File: src/rtl/jtcps1_cfg_pkg.sv
// Shared constants and FSM encoding for the CPS-B config loader.
// Define JTCPS1_CFG_CHECKSUM_EN to add a trailing checksum byte.
package jtcps1_cfg_pkg;

  typedef enum logic [2:0] {
    IDLE,
    LOAD,
    SEND_HI,
    SEND_LO,
    DONE
  } cfg_st_t;

  localparam int CFG_REGSIZE = 23;
  localparam logic [21:0] CFG_START_DEF = 22'h3F_FFE0;

`ifdef JTCPS1_CFG_CHECKSUM_EN
  localparam int CK_LEN = 1;
`else
  localparam int CK_LEN = 0;
`endif

endpackage

File: src/rtl/jtcps1_cfg_loader_if.sv
// Download-side inputs and MMR-side config strobe outputs.
// master = loader, slave = download/MMR environment.
interface jtcps1_cfg_loader_if;

  logic        downloading;
  logic [21:0] ioctl_addr;
  logic [7:0]  ioctl_data;
  logic        ioctl_wr;
  logic        replay;
  logic        cfg_we;
  logic [7:0]  cfg_data;
  logic        cfg_busy;
  logic        cfg_done;
  logic        cfg_err;

  modport master (
    input  downloading, ioctl_addr, ioctl_data,
    input  ioctl_wr, replay,
    output cfg_we, cfg_data, cfg_busy,
    output cfg_done, cfg_err
  );

  modport slave (
    output downloading, ioctl_addr, ioctl_data,
    output ioctl_wr, replay,
    input  cfg_we, cfg_data, cfg_busy,
    input  cfg_done, cfg_err
  );

endinterface

File: src/rtl/jtcps1_cfg_buf.sv
// Config byte buffer with per-byte capture mask.
// With JTCPS1_CFG_CHECKSUM_EN the window and mask include the checksum byte.
module jtcps1_cfg_buf
  import jtcps1_cfg_pkg::*;
#(
  parameter int          DEPTH = CFG_REGSIZE + CK_LEN,
  parameter int          AW    = $clog2(DEPTH),
  parameter logic [21:0] BASE  = CFG_START_DEF
)(
  input  logic          clk,
  input  logic          rst,
  input  logic          clr,
  input  logic          wr,
  input  logic [21:0]   addr,
  input  logic [7:0]    din,
  input  logic [AW-1:0] rd_idx,
  output logic [7:0]    rd_data,
  output logic          full
`ifdef JTCPS1_CFG_CHECKSUM_EN
  ,
  output logic [7:0]    sum
`endif
);

  localparam logic [21:0] DEPTH_A = 22'(DEPTH);

  logic [7:0]       mem [DEPTH];
  logic [DEPTH-1:0] mask;
  logic [21:0]      off;
  logic             hit;

  // below-window addresses wrap to huge offsets
  assign off = addr - BASE;
  assign hit = wr && (off < DEPTH_A);

  always_ff @(posedge clk) begin
    if (rst) begin
      for (int i = 0; i < DEPTH; i++)
        mem[i] <= '0;
      mask <= '0;
    end else begin
      if (clr)
        mask <= '0;
      if (hit) begin
        mem[off[AW-1:0]]  <= din;
        mask[off[AW-1:0]] <= 1'b1;
      end
    end
  end

  assign rd_data = mem[rd_idx];
  assign full    = &mask;

`ifdef JTCPS1_CFG_CHECKSUM_EN
  always_comb begin
    sum = '0;
    for (int i = 0; i < DEPTH; i++)
      sum = sum + mem[i];
  end
`endif

endmodule

File: src/rtl/jtcps1_cfg_loader.sv
// Captures the CPS-B config window from the ROM download and replays it
// to the MMR shift register. JTCPS1_CFG_CHECKSUM_EN gates on a checksum.
module jtcps1_cfg_loader
  import jtcps1_cfg_pkg::*;
#(
  parameter int          REGSIZE   = CFG_REGSIZE,
  parameter logic [21:0] CFG_START = CFG_START_DEF,
  parameter int          HI_LEN    = 2,
  parameter int          LO_LEN    = 2
)(
  input logic                 clk,
  input logic                 rst,
  jtcps1_cfg_loader_if.master bus
);

  localparam int DEPTH = REGSIZE + CK_LEN;
  localparam int AW    = $clog2(DEPTH);
  localparam int MX    = (HI_LEN > LO_LEN) ? HI_LEN : LO_LEN;
  localparam int CW    = $clog2(MX + 1);

  localparam logic [CW-1:0] HI_C  = CW'(HI_LEN);
  localparam logic [CW-1:0] LO_C  = CW'(LO_LEN);
  localparam logic [CW-1:0] LO_M1 = CW'(LO_LEN - 1);
  localparam logic [AW-1:0] TOP   = AW'(REGSIZE - 1);

  cfg_st_t       st;
  logic [AW-1:0] idx;
  logic [AW-1:0] rd_idx;
  logic [CW-1:0] cnt;
  logic          dl_q;
  logic          rp_q;
  logic          dl_rise;
  logic          rp_rise;
  logic          clr;
  logic          full;
  logic          more;
  logic [7:0]    rd_data;
`ifdef JTCPS1_CFG_CHECKSUM_EN
  logic [7:0]    sum;
`endif

  assign dl_rise = bus.downloading & ~dl_q;
  assign rp_rise = bus.replay & ~rp_q;
  assign clr     = dl_rise && (st != LOAD);
  assign more    = (idx != '0);
  // while sending, prefetch the next (lower) byte
  assign rd_idx  = (st == SEND_HI || st == SEND_LO) ?
                   idx - AW'(1) : TOP;

  jtcps1_cfg_buf #(
    .DEPTH (DEPTH),
    .AW    (AW),
    .BASE  (CFG_START)
  ) u_buf (
    .clk     (clk),
    .rst     (rst),
    .clr     (clr),
    .wr      (bus.ioctl_wr),
    .addr    (bus.ioctl_addr),
    .din     (bus.ioctl_data),
    .rd_idx  (rd_idx),
    .rd_data (rd_data),
    .full    (full)
`ifdef JTCPS1_CFG_CHECKSUM_EN
    ,
    .sum     (sum)
`endif
  );

  always_ff @(posedge clk) begin
    if (rst) begin
      st           <= IDLE;
      idx          <= '0;
      cnt          <= '0;
      dl_q         <= 1'b0;
      rp_q         <= 1'b0;
      bus.cfg_we   <= 1'b0;
      bus.cfg_data <= '0;
      bus.cfg_busy <= 1'b0;
      bus.cfg_done <= 1'b0;
      bus.cfg_err  <= 1'b0;
    end else begin
      dl_q <= bus.downloading;
      rp_q <= bus.replay;
      if (clr) begin
        st           <= LOAD;
        bus.cfg_we   <= 1'b0;
        bus.cfg_busy <= 1'b0;
        bus.cfg_done <= 1'b0;
        bus.cfg_err  <= 1'b0;
      end else begin
        unique case (st)
          IDLE, DONE: begin
            if (rp_rise) begin
              st           <= SEND_HI;
              idx          <= TOP;
              bus.cfg_busy <= 1'b1;
              bus.cfg_data <= rd_data;
            end
          end
          LOAD: begin
            if (!bus.downloading) begin
`ifdef JTCPS1_CFG_CHECKSUM_EN
              if (!full || sum != 8'd0) begin
                st          <= DONE;
                bus.cfg_err <= 1'b1;
              end else begin
                st           <= SEND_HI;
                idx          <= TOP;
                bus.cfg_busy <= 1'b1;
                bus.cfg_data <= rd_data;
              end
`else
              st           <= SEND_HI;
              idx          <= TOP;
              bus.cfg_busy <= 1'b1;
              bus.cfg_data <= rd_data;
              bus.cfg_err  <= !full;
`endif
            end
          end
          SEND_HI: begin
            // first byte enters with cfg_we low: data setup cycle
            if (!bus.cfg_we) begin
              bus.cfg_we <= 1'b1;
              cnt        <= CW'(1);
            end else if (cnt == HI_C) begin
              bus.cfg_we <= 1'b0;
              cnt        <= CW'(1);
              st         <= SEND_LO;
              if (LO_LEN == 1 && more)
                bus.cfg_data <= rd_data;
            end else begin
              cnt <= cnt + CW'(1);
            end
          end
          SEND_LO: begin
            if (cnt == LO_C) begin
              if (!more) begin
                st           <= DONE;
                bus.cfg_busy <= 1'b0;
                bus.cfg_done <= !bus.cfg_err;
              end else begin
                idx        <= idx - AW'(1);
                bus.cfg_we <= 1'b1;
                cnt        <= CW'(1);
                st         <= SEND_HI;
              end
            end else begin
              cnt <= cnt + CW'(1);
              if (cnt == LO_M1 && more)
                bus.cfg_data <= rd_data;
            end
          end
          default: st <= IDLE;
        endcase
      end
    end
  end

endmodule
File: src/flat_wrapper.sv
// flat-port wrapper written by rule: the top's interface ports become plain ports
module jtcps1_cfg_loader_flat import jtcps1_cfg_pkg::*;
#(
  parameter int          REGSIZE   = CFG_REGSIZE,
  parameter logic [21:0] CFG_START = CFG_START_DEF,
  parameter int          HI_LEN    = 2,
  parameter int          LO_LEN    = 2
)
  (clk, rst, bus_downloading, bus_ioctl_addr, bus_ioctl_data, bus_ioctl_wr, bus_replay, bus_cfg_we, bus_cfg_data, bus_cfg_busy, bus_cfg_done, bus_cfg_err);
  jtcps1_cfg_loader_if bus_i ();
  input logic clk;
  input logic rst;
  input wire logic [$bits(bus_i.downloading)-1:0] bus_downloading;
  input wire logic [$bits(bus_i.ioctl_addr)-1:0] bus_ioctl_addr;
  input wire logic [$bits(bus_i.ioctl_data)-1:0] bus_ioctl_data;
  input wire logic [$bits(bus_i.ioctl_wr)-1:0] bus_ioctl_wr;
  input wire logic [$bits(bus_i.replay)-1:0] bus_replay;
  output wire logic [$bits(bus_i.cfg_we)-1:0] bus_cfg_we;
  output wire logic [$bits(bus_i.cfg_data)-1:0] bus_cfg_data;
  output wire logic [$bits(bus_i.cfg_busy)-1:0] bus_cfg_busy;
  output wire logic [$bits(bus_i.cfg_done)-1:0] bus_cfg_done;
  output wire logic [$bits(bus_i.cfg_err)-1:0] bus_cfg_err;
  assign bus_i.downloading = bus_downloading;
  assign bus_i.ioctl_addr = bus_ioctl_addr;
  assign bus_i.ioctl_data = bus_ioctl_data;
  assign bus_i.ioctl_wr = bus_ioctl_wr;
  assign bus_i.replay = bus_replay;
  assign bus_cfg_we = bus_i.cfg_we;
  assign bus_cfg_data = bus_i.cfg_data;
  assign bus_cfg_busy = bus_i.cfg_busy;
  assign bus_cfg_done = bus_i.cfg_done;
  assign bus_cfg_err = bus_i.cfg_err;
  jtcps1_cfg_loader #(.REGSIZE(REGSIZE), .CFG_START(CFG_START), .HI_LEN(HI_LEN), .LO_LEN(LO_LEN)) u_core (.clk(clk), .rst(rst), .bus(bus_i));
endmodule
File: config.mk
export PLATFORM = sky130hd
export DESIGN_NAME = jtcps1_cfg_loader_flat
export DESIGN_NICKNAME = d
export VERILOG_FILES = /design/src/rtl/jtcps1_cfg_pkg.sv /design/src/rtl/jtcps1_cfg_loader_if.sv /design/src/rtl/jtcps1_cfg_buf.sv /design/src/rtl/jtcps1_cfg_loader.sv /design/src/flat_wrapper.sv
export SDC_FILE = /design/constraint.sdc
export NUM_CORES = 1
export LEC_CHECK = 0
export CAP_MARGIN = 5
export CORE_ASPECT_RATIO = 0.9
export CORE_MARGIN = 1.5
export CORE_UTILIZATION = 38
export CTS_CLUSTER_DIAMETER = 80
export DETAILED_ROUTE_END_ITERATION = 10
export PLACE_DENSITY = 0.57
export SLEW_MARGIN = 25
export SYNTH_ARGS = -nofsm -noshare
export SYNTH_HDL_FRONTEND = slang
export SYNTH_SLANG_ARGS = --single-unit
File: constraint.sdc
create_clock -name clk -period 3.35 [get_ports clk]
set_input_delay 0.5025 -clock clk [delete_from_list [all_inputs] [get_ports clk]]
set_output_delay 0.5025 -clock clk [all_outputs]
set_load 0.005 [all_outputs]
# [Word-level counts from Yosys, hierarchy flattened]
# Memories as Yosys holds them, arrays and structs flattened.
# Index checks and enable logic that the tools add are counted.
[totals] mem_count=1 input_bits=35 word_cells=120 register_bits=47 out_inout_bits=12 ramBits=184
[mem_list] memory="u_core.u_buf.mem" words=23 word_bits=8 read_ports=1 rd_ports_with_merged_regs=0 write_ports=23 line="jtcps1_cfg_buf.sv:27" text="logic [7:0] mem [DEPTH];"
[op_classes] add_sub_neg=3 muxes=47 magnitude_cmp=3 n_eq_ne=22 bitwise_logic=8 n_reduce_logical=24
[ops] cell="23-bit 2-to-1 mux" count=3
[ops] cell="8-bit 2-to-1 mux" count=5
[ops] cell="5-bit 2-to-1 mux" count=6
[ops] cell="8-bit one-hot mux with 3 select lines" count=1
[ops] cell="23-bit OR" count=1
[ops] cell="23-bit AND reduction" count=1
[ops] cell="22-bit by 5-bit less-than comparator with 1-bit output (second input constant)" count=1
[ops] cell="22-bit subtractor (second input constant)" count=1
[ops] cell="3-bit 2-to-1 mux" count=6
[ops] cell="1-bit 2-to-1 mux" count=16
[ops] cell="5-bit one-hot mux with 3 select lines" count=1
[ops] cell="5-bit AND reduction" count=3
[ops] cell="2-bit inequality test (second input constant)" count=6
[ops] cell="3-bit by 2-bit inequality test with 1-bit output (second input constant)" count=4
[ops] cell="3-bit one-hot mux with 4 select lines" count=1
[ops] cell="6-bit AND reduction" count=2
[ops] cell="3-bit by 1-bit inequality test with 1-bit output (second input constant)" count=3
[ops] cell="3-bit AND reduction" count=3
[ops] cell="2-bit 2-to-1 mux" count=4
[ops] cell="8-bit OR reduction" count=1
[ops] cell="3-bit by 2-bit == test with 1-bit output (second input constant)" count=2
[ops] cell="5-bit by 6-bit less-than comparator with 1-bit output (second input constant)" count=1
[ops] cell="2-bit by 1-bit inequality test with 1-bit output (second input constant)" count=3
[ops] cell="1-bit demux with 5-bit select" count=1
[ops] cell="other kinds (21)" count=31

# [Depth between registers and ports, before layout]
# Gate-level depths: netlist of the first run.
[depth] depth_word=8 depth_mapped=11

# [By module]
# From an unflattened synthesis of the first run, not the netlist that was laid out.
[unflattened] hier_cells=1000 area_unflattened_um2=13849.5
[modules_own_cells] mod="jtcps1_cfg_buf" instances=1 seq_area_each_um2=8147.8 cells_per_inst=855 area_each_um2=12632.1
[modules_own_cells] mod="jtcps1_cfg_loader" instances=1 seq_area_each_um2=480.5 cells_per_inst=145 area_each_um2=1217.4

# [Worst setup path after synthesis of the first run]
# OpenSTA, ideal clock, no wires.
[synth_timing] path_kind="input to register" start="input port bus_ioctl_addr[5]" end="memory u_core.u_buf.mem[10][0], enable pin" required_ps=3024 stages=10 path_buffers=3 arrival_time_ps=2561 slack_ps=464 cell_sequence="ha_1 > and3_4 > nand3_1 > or4_1 > clkbuf_1 > nand3_1 > buf_2 > nor4_4 > buf_4 > a21o_1"
[synth_lines] item="start: declaration" line="flat_wrapper.sv:14" text="input wire logic [$bits(bus_i.ioctl_addr)-1:0] bus_ioctl_addr;"
[synth_lines] item="end: declaration" line="jtcps1_cfg_buf.sv:27"

==> summary.txt, run 1 <==
Drt
  • Post-DRT Antenna Nets: 0
  • Via count: 10900
  • Drt drc: 0
  • Wire length per cell: ~23 µm
  • Starting DRT DRC Count: 1193
  • Drt total wl: about 43 mm
  • Via density: 5.83
  • Pre-antenna DRT Iters: 5

Synthesis
  • Synth Area in Simple Gates: 0.198
  • Seq/Total Area, Yosys: 0.585
  • Synth Area in XOR/XNOR: 0.00297
  • Top-area cell type share of the netlist area: 0.521
  • Library cells used by synthesis: 68
  • Area leader, netlist: edfxtp_1
  • Syn_area_per_cell: 11.6 µm²
  • Main combinational cell family by area after synthesis: simple AND/OR/NAND/NOR gates
  • Synth Flop Type: edfxtp_1
  • Number of flops mapped to enable cells by yosys: approximately 260
  • Synth area leaders: edfxtp_1 (52%), dfxtp_1 (6.4%), nor4_1 (5.9%)
  • Mapped Area: 14700 µm²
  • Post-synthesis mux area share: 0.0484
  • Seq cells post-synth: 303
  • Compound-gate portion of the synthesized area: 0.118
  • Synth warnings: 0
  • Asr flop ratio synth: 0
  • Post-Synth Adder-Cell Area: 0.00170
  • Post-Synthesis Cells: around 1300

Critical path
  • WS Path Type: in2reg
  • Worst setup EP type: flip-flop
  • CP Launch Type: input port
  • Critical path arrival: 3.15 ns
  • CP required: 3.58 ns
  • Crit-path max FO: 144

Cells and area
  • Fin area: 17500 µm²
  • Share of layout cells above drive strength 1: 0.137
  • Fill count: 3538
  • Most frequent cells in the layout: edfxtp_1 (256), nand2_1 (171), nor4_1 (139)
  • Commonest non-fill, non-tap cell in the layout: edfxtp_1
  • N_diodes: 0
  • Multi-input logic area: 5760 µm²
  • FF/Latch Area: between 8000 and 9000 µm²
  • Final nets: between 1000 and 1500
  • Post-route insts no fill: 1876
  • Core occupancy in the finished layout: 0.458
  • Synth-to-layout area growth: 18.9%

Power
  • Max VDD drop: 273 µV
  • Pwr dens: 533 nW/µm²
  • LEAKAGE: between 5 and 6 nW

Floorplanning
  • Core box area: between 30000 and 40000 µm²
  • Boundary Pins: 47
  • Die Ht: 190 µm
  • Die X-Extent: ~210 µm
  • Placement Rows: 68
  • Die Area: 40000 µm²
  • Starting Density: 0.385

GRT
  • All-Layer GR Usage: 0.216
  • Largest net degree at the start of global routing: 145
  • M1 GR Usage: 0.313
  • Global-route wire length before repair: around 66 mm
  • GR Util met2: 0.334
  • Gr busiest metal: met2
  • Number of global-route vias before repair: 10400
  • Met3 GRT Util: 0.0408
  • Initial antenna violation count: 0
  • GRT Residual Overflow: 0

Clocking
  • Post-CTS Hold Fix Bufs: 0
  • CTS root buf: clkbuf_16
  • CTS tree: done
  • CTS sink cnt: slightly above 300
  • Worst-path clk slew: ~0.060 ns
  • Clock tree buffer depth: 3
  • Setup Fix Bufs, Post-CTS: 0
  • Htree depth: 2
  • Clk_lat worst skew: 0.52 ns
  • CTS buffer count: 35
  • CTS resizes: 0

Timing
  • Worst-Margin Slew: 0.852 ns
  • Worst hold slack: 0.456 ns
  • Fin. Hold Viols: 0
  • Final Slew Violations: 0
  • Final min period: 2.92 ns
  • Max Fclk: around 340 MHz
  • Clock Skew: roughly 0.018 ns
  • Final setup violation count: 0
  • Period utilisation layout: 0.873
  • Slew headroom: 0.432
  • Unrepaired setup endpoints after global routing: false

Place
  • # placed instances: about 1800
  • Cell Area, Placed: 16400 µm²
  • HPWL after DPL: around 28 mm
  • GP Congestion: 0.824
  • PortBufs: 46

Run
  • Max Cap Violations: 0

Hold path
  • Hold WC Path Type: reg2reg

Run status
  • Status: finished clean
==> layout make-up <==
cell class,count,area share
tap,490,0.0350
inverter,7,0.00150
timing repair buffer,127,0.0781
multi-input combinational,889,0.329
clock inverter,12,0.00871
sequential,303,0.492
clock buffer,48,0.0557
==> power breakdown <==
part | switching (mW) | internal [mW] | leakage (nW)
Combinational | 0.721 | 0.421 | 2.23
Clock | 1.47 | 2.34 | 0.549
Sequential | 0.0889 | 4.30 | 2.83
==> final timing paths <==
path,cells past startpoint,slack [ns],endpoint,from
worst max-delay path,8,0.43,u_core.u_buf.mem[14][0]$_SDFFCE_PN0P_,bus_ioctl_addr[5]
worst max register to register,8,0.45,u_core.bus.cfg_data[1]$_SDFFE_PP0P_,u_core.idx[0]$_SDFFE_PP0P_
worst min-delay path,1,0.46,u_core.u_buf.mask[11]$_SDFF_PP0_,u_core.u_buf.mask[11]$_SDFF_PP0_
worst min register to register,1,0.46,u_core.u_buf.mask[11]$_SDFF_PP0_,u_core.u_buf.mask[11]$_SDFF_PP0_
==> critical path: stages <==
cell             delay (ns)
clkdlybuf4s50_1        0.48
ha_1                   0.17
and3_4                 0.22
nand3_1                0.16
or4_1                  0.67
nand3_4                0.17
buf_12                 0.46
nor4_1                 0.13
==> through the flow <==
| stage | power (mW) | TNS (ns) | setup slack [ns] |
|---|---|---|---|
| after CTS | 9.39 | 0 | 0.464 |
| after global placement | 5.58 | -0.670 | -0.0846 |
| final | 9.34 | 0 | 0.426 |
| after detailed placement | 5.60 | -0.905 | -0.0801 |
| after floorplan | 5.07 | 0 | 0.464 |
| after global routing | 9.66 | 0 | 0.296 |
==> synth_stat cells (7+ instances only) <==
cell type,count
and2_1,62
o2bb2ai_1,25
mux2_2,10
nand2b_1,14
nand2_1,172
a221oi_1,49
buf_6,9
buf_1,36
nor2_1,54
o211ai_1,10
a21o_1,24
a22o_1,18
nand3_1,18
clkbuf_1,78
nand4_1,15
mux4_2,20
buf_2,19
inv_1,7
mux2i_1,15
a211oi_1,16
edfxtp_1,256
a21oi_1,26
or2_2,7
nor3_1,12
nor2b_1,11
nor4_1,139
a32oi_1,7
dfxtp_1,47
o21ai_0,13
nor4_2,11
==> logic make-up after synthesis <==
kind of cell               count (synthesis)
adders and majority gates                  2
DFF                                      303
and+or+nand+nor                          543
buffers and inverters                    152
AOI/OAI and AO/OA                        222
xor gates and xnor gates                   5
muxes                                     45
other                                      1
==> flip-flops by register name, indices dropped and copies added (netlist names), 2 cells and up <==
name	count
u_core.bus.cfg_data	8
u_core.cnt	2
u_core.idx	5
u_core.st	3
u_core.u_buf.mask	23
u_core.u_buf.mem	256
==> per-layer routing <==
layer  share of wire  up-vias
li1                -     5046
met1            0.45     5437
met2            0.45      399
met3           0.075       60
met4           0.021        0
met5               0        -
(Power assumes the default switching activity.)
==> run 2, diff against run 1 <==
CORE_ASPECT_RATIO = 1.4   (was 0.9)
==> run 2 against run 1 <==
Compared with the run above:
- first-iteration DRC count down 9.7%
- critical path type is now reg2reg
- critical endpoint is now u_core.bus.cfg_data[1]$_SDFFE_PP0P_
- largest power group unchanged
- wire length up 1.5%
- highest routed layer unchanged
- setup slack worse by 0.24 ns
- flip-flop and latch count unchanged
==> summary.txt, run 2 (synthesis gave the netlist of run 1 again) <==
Power
  • Max VDD drop: 414 µV (+51%)
  • Pwr dens: 496 nW/µm² (-6.9%)
  • LEAKAGE: 5.53 nW (-1.3%)
  • Total power: 8.65 mW (-7.4%)

Timing
  • Unrepaired setup endpoints after global routing: false
  • Clock Skew: 0.0153 ns (-0.00280 ns)
  • Final min period: 3.16 ns (+0.239 ns)
  • Fin. Hold Viols: 0 (unchanged)
  • Final setup violation count: 0 (unchanged)
  • Setup slack after layout: 0.187 ns (-0.239 ns)
  • Final Slew Violations: 0 (unchanged)
  • Slew headroom: 0.525 (+0.0928)
  • Period utilisation layout: 0.944 (+0.0714)
  • Max Fclk: 316 MHz (-7.6%)
  • Worst-Margin Slew: 0.711 ns (-0.141 ns)
  • Setup TNS: 0 ns (unchanged)

Clocking
  • Htree depth: 1 (-1)
  • Setup Fix Bufs, Post-CTS: 0 (unchanged)
  • CTS root buf: clkbuf_16
  • CTS sink cnt: 303 (unchanged)
  • Clk_lat worst skew: 0.57 ns (+0.05 ns)
  • CTS resizes: 0 (unchanged)
  • CTS tree: done
  • Worst-path clk slew: 0.06 ns (about the same)
  • Clock tree buffer depth: 3 (unchanged)
  • Post-CTS Hold Fix Bufs: 0 (unchanged)
  • CTS buffer count: 30 (-14%)

Floorplanning
  • Starting Density: 0.384 (-0.00107)
  • Die Area: 40000 µm² (about the same)
  • Die Ht: 236 µm (+24%)
  • Placement Rows: 85 (+25%)
  • Boundary Pins: 47 (unchanged)
  • Die X-Extent: 170 µm (-20%)
  • Core box area: 38400 µm² (+0.28%)

Critical path
  • CP required: 3.84 ns (+0.26 ns)
  • Critical path arrival: 3.66 ns (+0.51 ns)
  • CP Launch Type: flip-flop
  • CP peak stage delay: 0.60 ns (-0.07 ns)
  • Worst r2r dst: u_core.bus.cfg_data[1]$_SDFFE_PP0P_
  • Worst setup EP type: flip-flop
  • Crit path cell chain: inv_1 > ha_1 > buf_4 > nand3b_1 > o2bb2ai_1 > a211oi_1 > a211oi_1 > a21oi_1 > o211ai_1
  • Buffer and inverter count on the worst path: 2 (unchanged)
  • Worst path slowest cell: a211oi_1
  • R2r setup slk: 0.19 ns (-0.26 ns)
  • RR Startpoint: u_core.idx[0]$_SDFFE_PP0P_
  • CP Depth: 9 (+1)
  • Crit-path max FO: 12 (-92%)
  • Reg2Reg Depth: 9 (+1)
  • Worst path top cell family by delay: compound AO/OA/AOI/OAI gates
  • Worst path most repeated cell: a211oi_1
  • WS Path Type: reg2reg

Drt
  • Starting DRT DRC Count: 1077 (-9.7%)
  • Wire length per cell: 22.8 µm (-0.28%)
  • Drt drc: 0 (unchanged)
  • Pre-antenna DRT Iters: 7 (+2)
  • Drt total wl: 43.6 mm (+1.5%)
  • Via density: 5.74 (-1.7%)
  • Via count: 11000 (+0.12%)
  • Post-DRT Antenna Nets: 0 (unchanged)

GRT
  • Initial antenna violation count: 0 (unchanged)
  • Number of global-route vias before repair: 10800 (+3.8%)
  • Global-route wire length before repair: 66.6 mm (+1.6%)
  • All-Layer GR Usage: 0.222 (+0.00608)
  • GRT Residual Overflow: 0 (unchanged)
  • Largest net degree at the start of global routing: 145 (unchanged)

Place
  • Worst slack at placement: -0.114 ns (-0.0335 ns)
  • # placed instances: 1856 (+2.2%)
  • GP Congestion: 0.844 (+2.5%)
  • HPWL after DPL: 30.2 mm (+6.4%)
  • PortBufs: 46 (unchanged)

Cells and area
  • Commonest non-fill, non-tap cell in the layout: edfxtp_1
  • Post-route insts no fill: 1910 (+1.8%)
  • FF/Latch Area: 8630 µm² (unchanged)
  • Synth-to-layout area growth: 18.2%
  • Final nets: 1403 (+0.21%)
  • Multi-input logic area: 5770 µm² (+0.22%)
  • Share of layout cells above drive strength 1: 0.136 (-0.000918)
  • Largest registers: u_core.u_buf.mem x256, u_core.u_buf.mask x23, u_core.bus.cfg_data x8
  • Most frequent cells in the layout: edfxtp_1 (256), nand2_1 (171), nor4_1 (137)
  • N_diodes: 0 (unchanged)
  • Core occupancy in the finished layout: 0.454 (-0.00394)
  • Largest Register: u_core.u_buf.mem
  • Fill count: 3542 (+0.11%)
  • Max FFs per register: 256 (unchanged)

Hold path
  • Min-delay src: u_core.u_buf.mask[7]$_SDFF_PP0_
  • Hold WC Path Type: reg2reg
  • Hold EP: u_core.u_buf.mask[7]$_SDFF_PP0_
  • Hold depth: 1 (unchanged)

Run
  • Max Cap Violations: 0 (unchanged)

Run status
  • Status: finished clean
-- run 2: area by class of cell --
class	instances	share of cell area
Timing Repair Buffer	135	0.0849
Clock inverter	10	0.00230
Tap cell	522	0.0375
Clock buffer	44	0.0473
Multi-Input combinational cell	889	0.331
Inverter	7	0.00151
Sequential cell	303	0.495
-- run 2: metal layers --
layer / share of wire / up-vias / wire length, µm / GRT usage
met4: 0.054 / 0 / 2350 / 0.119
li1: - / 5031 / - / -
met1: 0.40 / 5385 / 17200 / 0.274
met5: 0 / - / 0 / 0
met2: 0.50 / 415 / 21600 / 0.380
met3: 0.056 / 124 / 2430 / 0.0245
-- run 2: worst max path at each step --
| stage | slack [ns] | end | startpoint |
|---|---|---|---|
| detailed placement | -0.11 | u_core.u_buf.mem[8][2]$_SDFFCE_PN0P_ | bus_ioctl_addr[5] |
| CTS | 0.15 | u_core.bus.cfg_data[1]$_SDFFE_PP0P_ | u_core.idx[0]$_SDFFE_PP0P_ |
| global placement | -0.09 | u_core.u_buf.mem[2][4]$_SDFFCE_PN0P_ | bus_ioctl_addr[5] |
| global route | 0.07 | u_core.bus.cfg_data[1]$_SDFFE_PP0P_ | u_core.idx[0]$_SDFFE_PP0P_ |
| floorplan | 0.46 | u_core.u_buf.mem[10][0]$_SDFFCE_PN0P_ | bus_ioctl_addr[5] |
| finish | 0.19 | u_core.bus.cfg_data[1]$_SDFFE_PP0P_ | u_core.idx[0]$_SDFFE_PP0P_ |
-- run 2: stage by stage --
step | area, µm² | hold slack [ns]
after floorplan | 15000 | 0.427
after global placement | 16600 | 0.437
after detailed placement | 16600 | 0.440
after CTS | 17400 | 0.454
after global routing | 17400 | 0.486
final | 17400 | 0.450
-- run 2: where the power goes --
part	total [mW]	switching (mW)	internal (mW)	leakage (nW)
Sequential	4.38	0.0823	4.30	2.83
Clock	3.08	1.39	1.69	0.418
Combinational	1.19	0.743	0.445	2.28
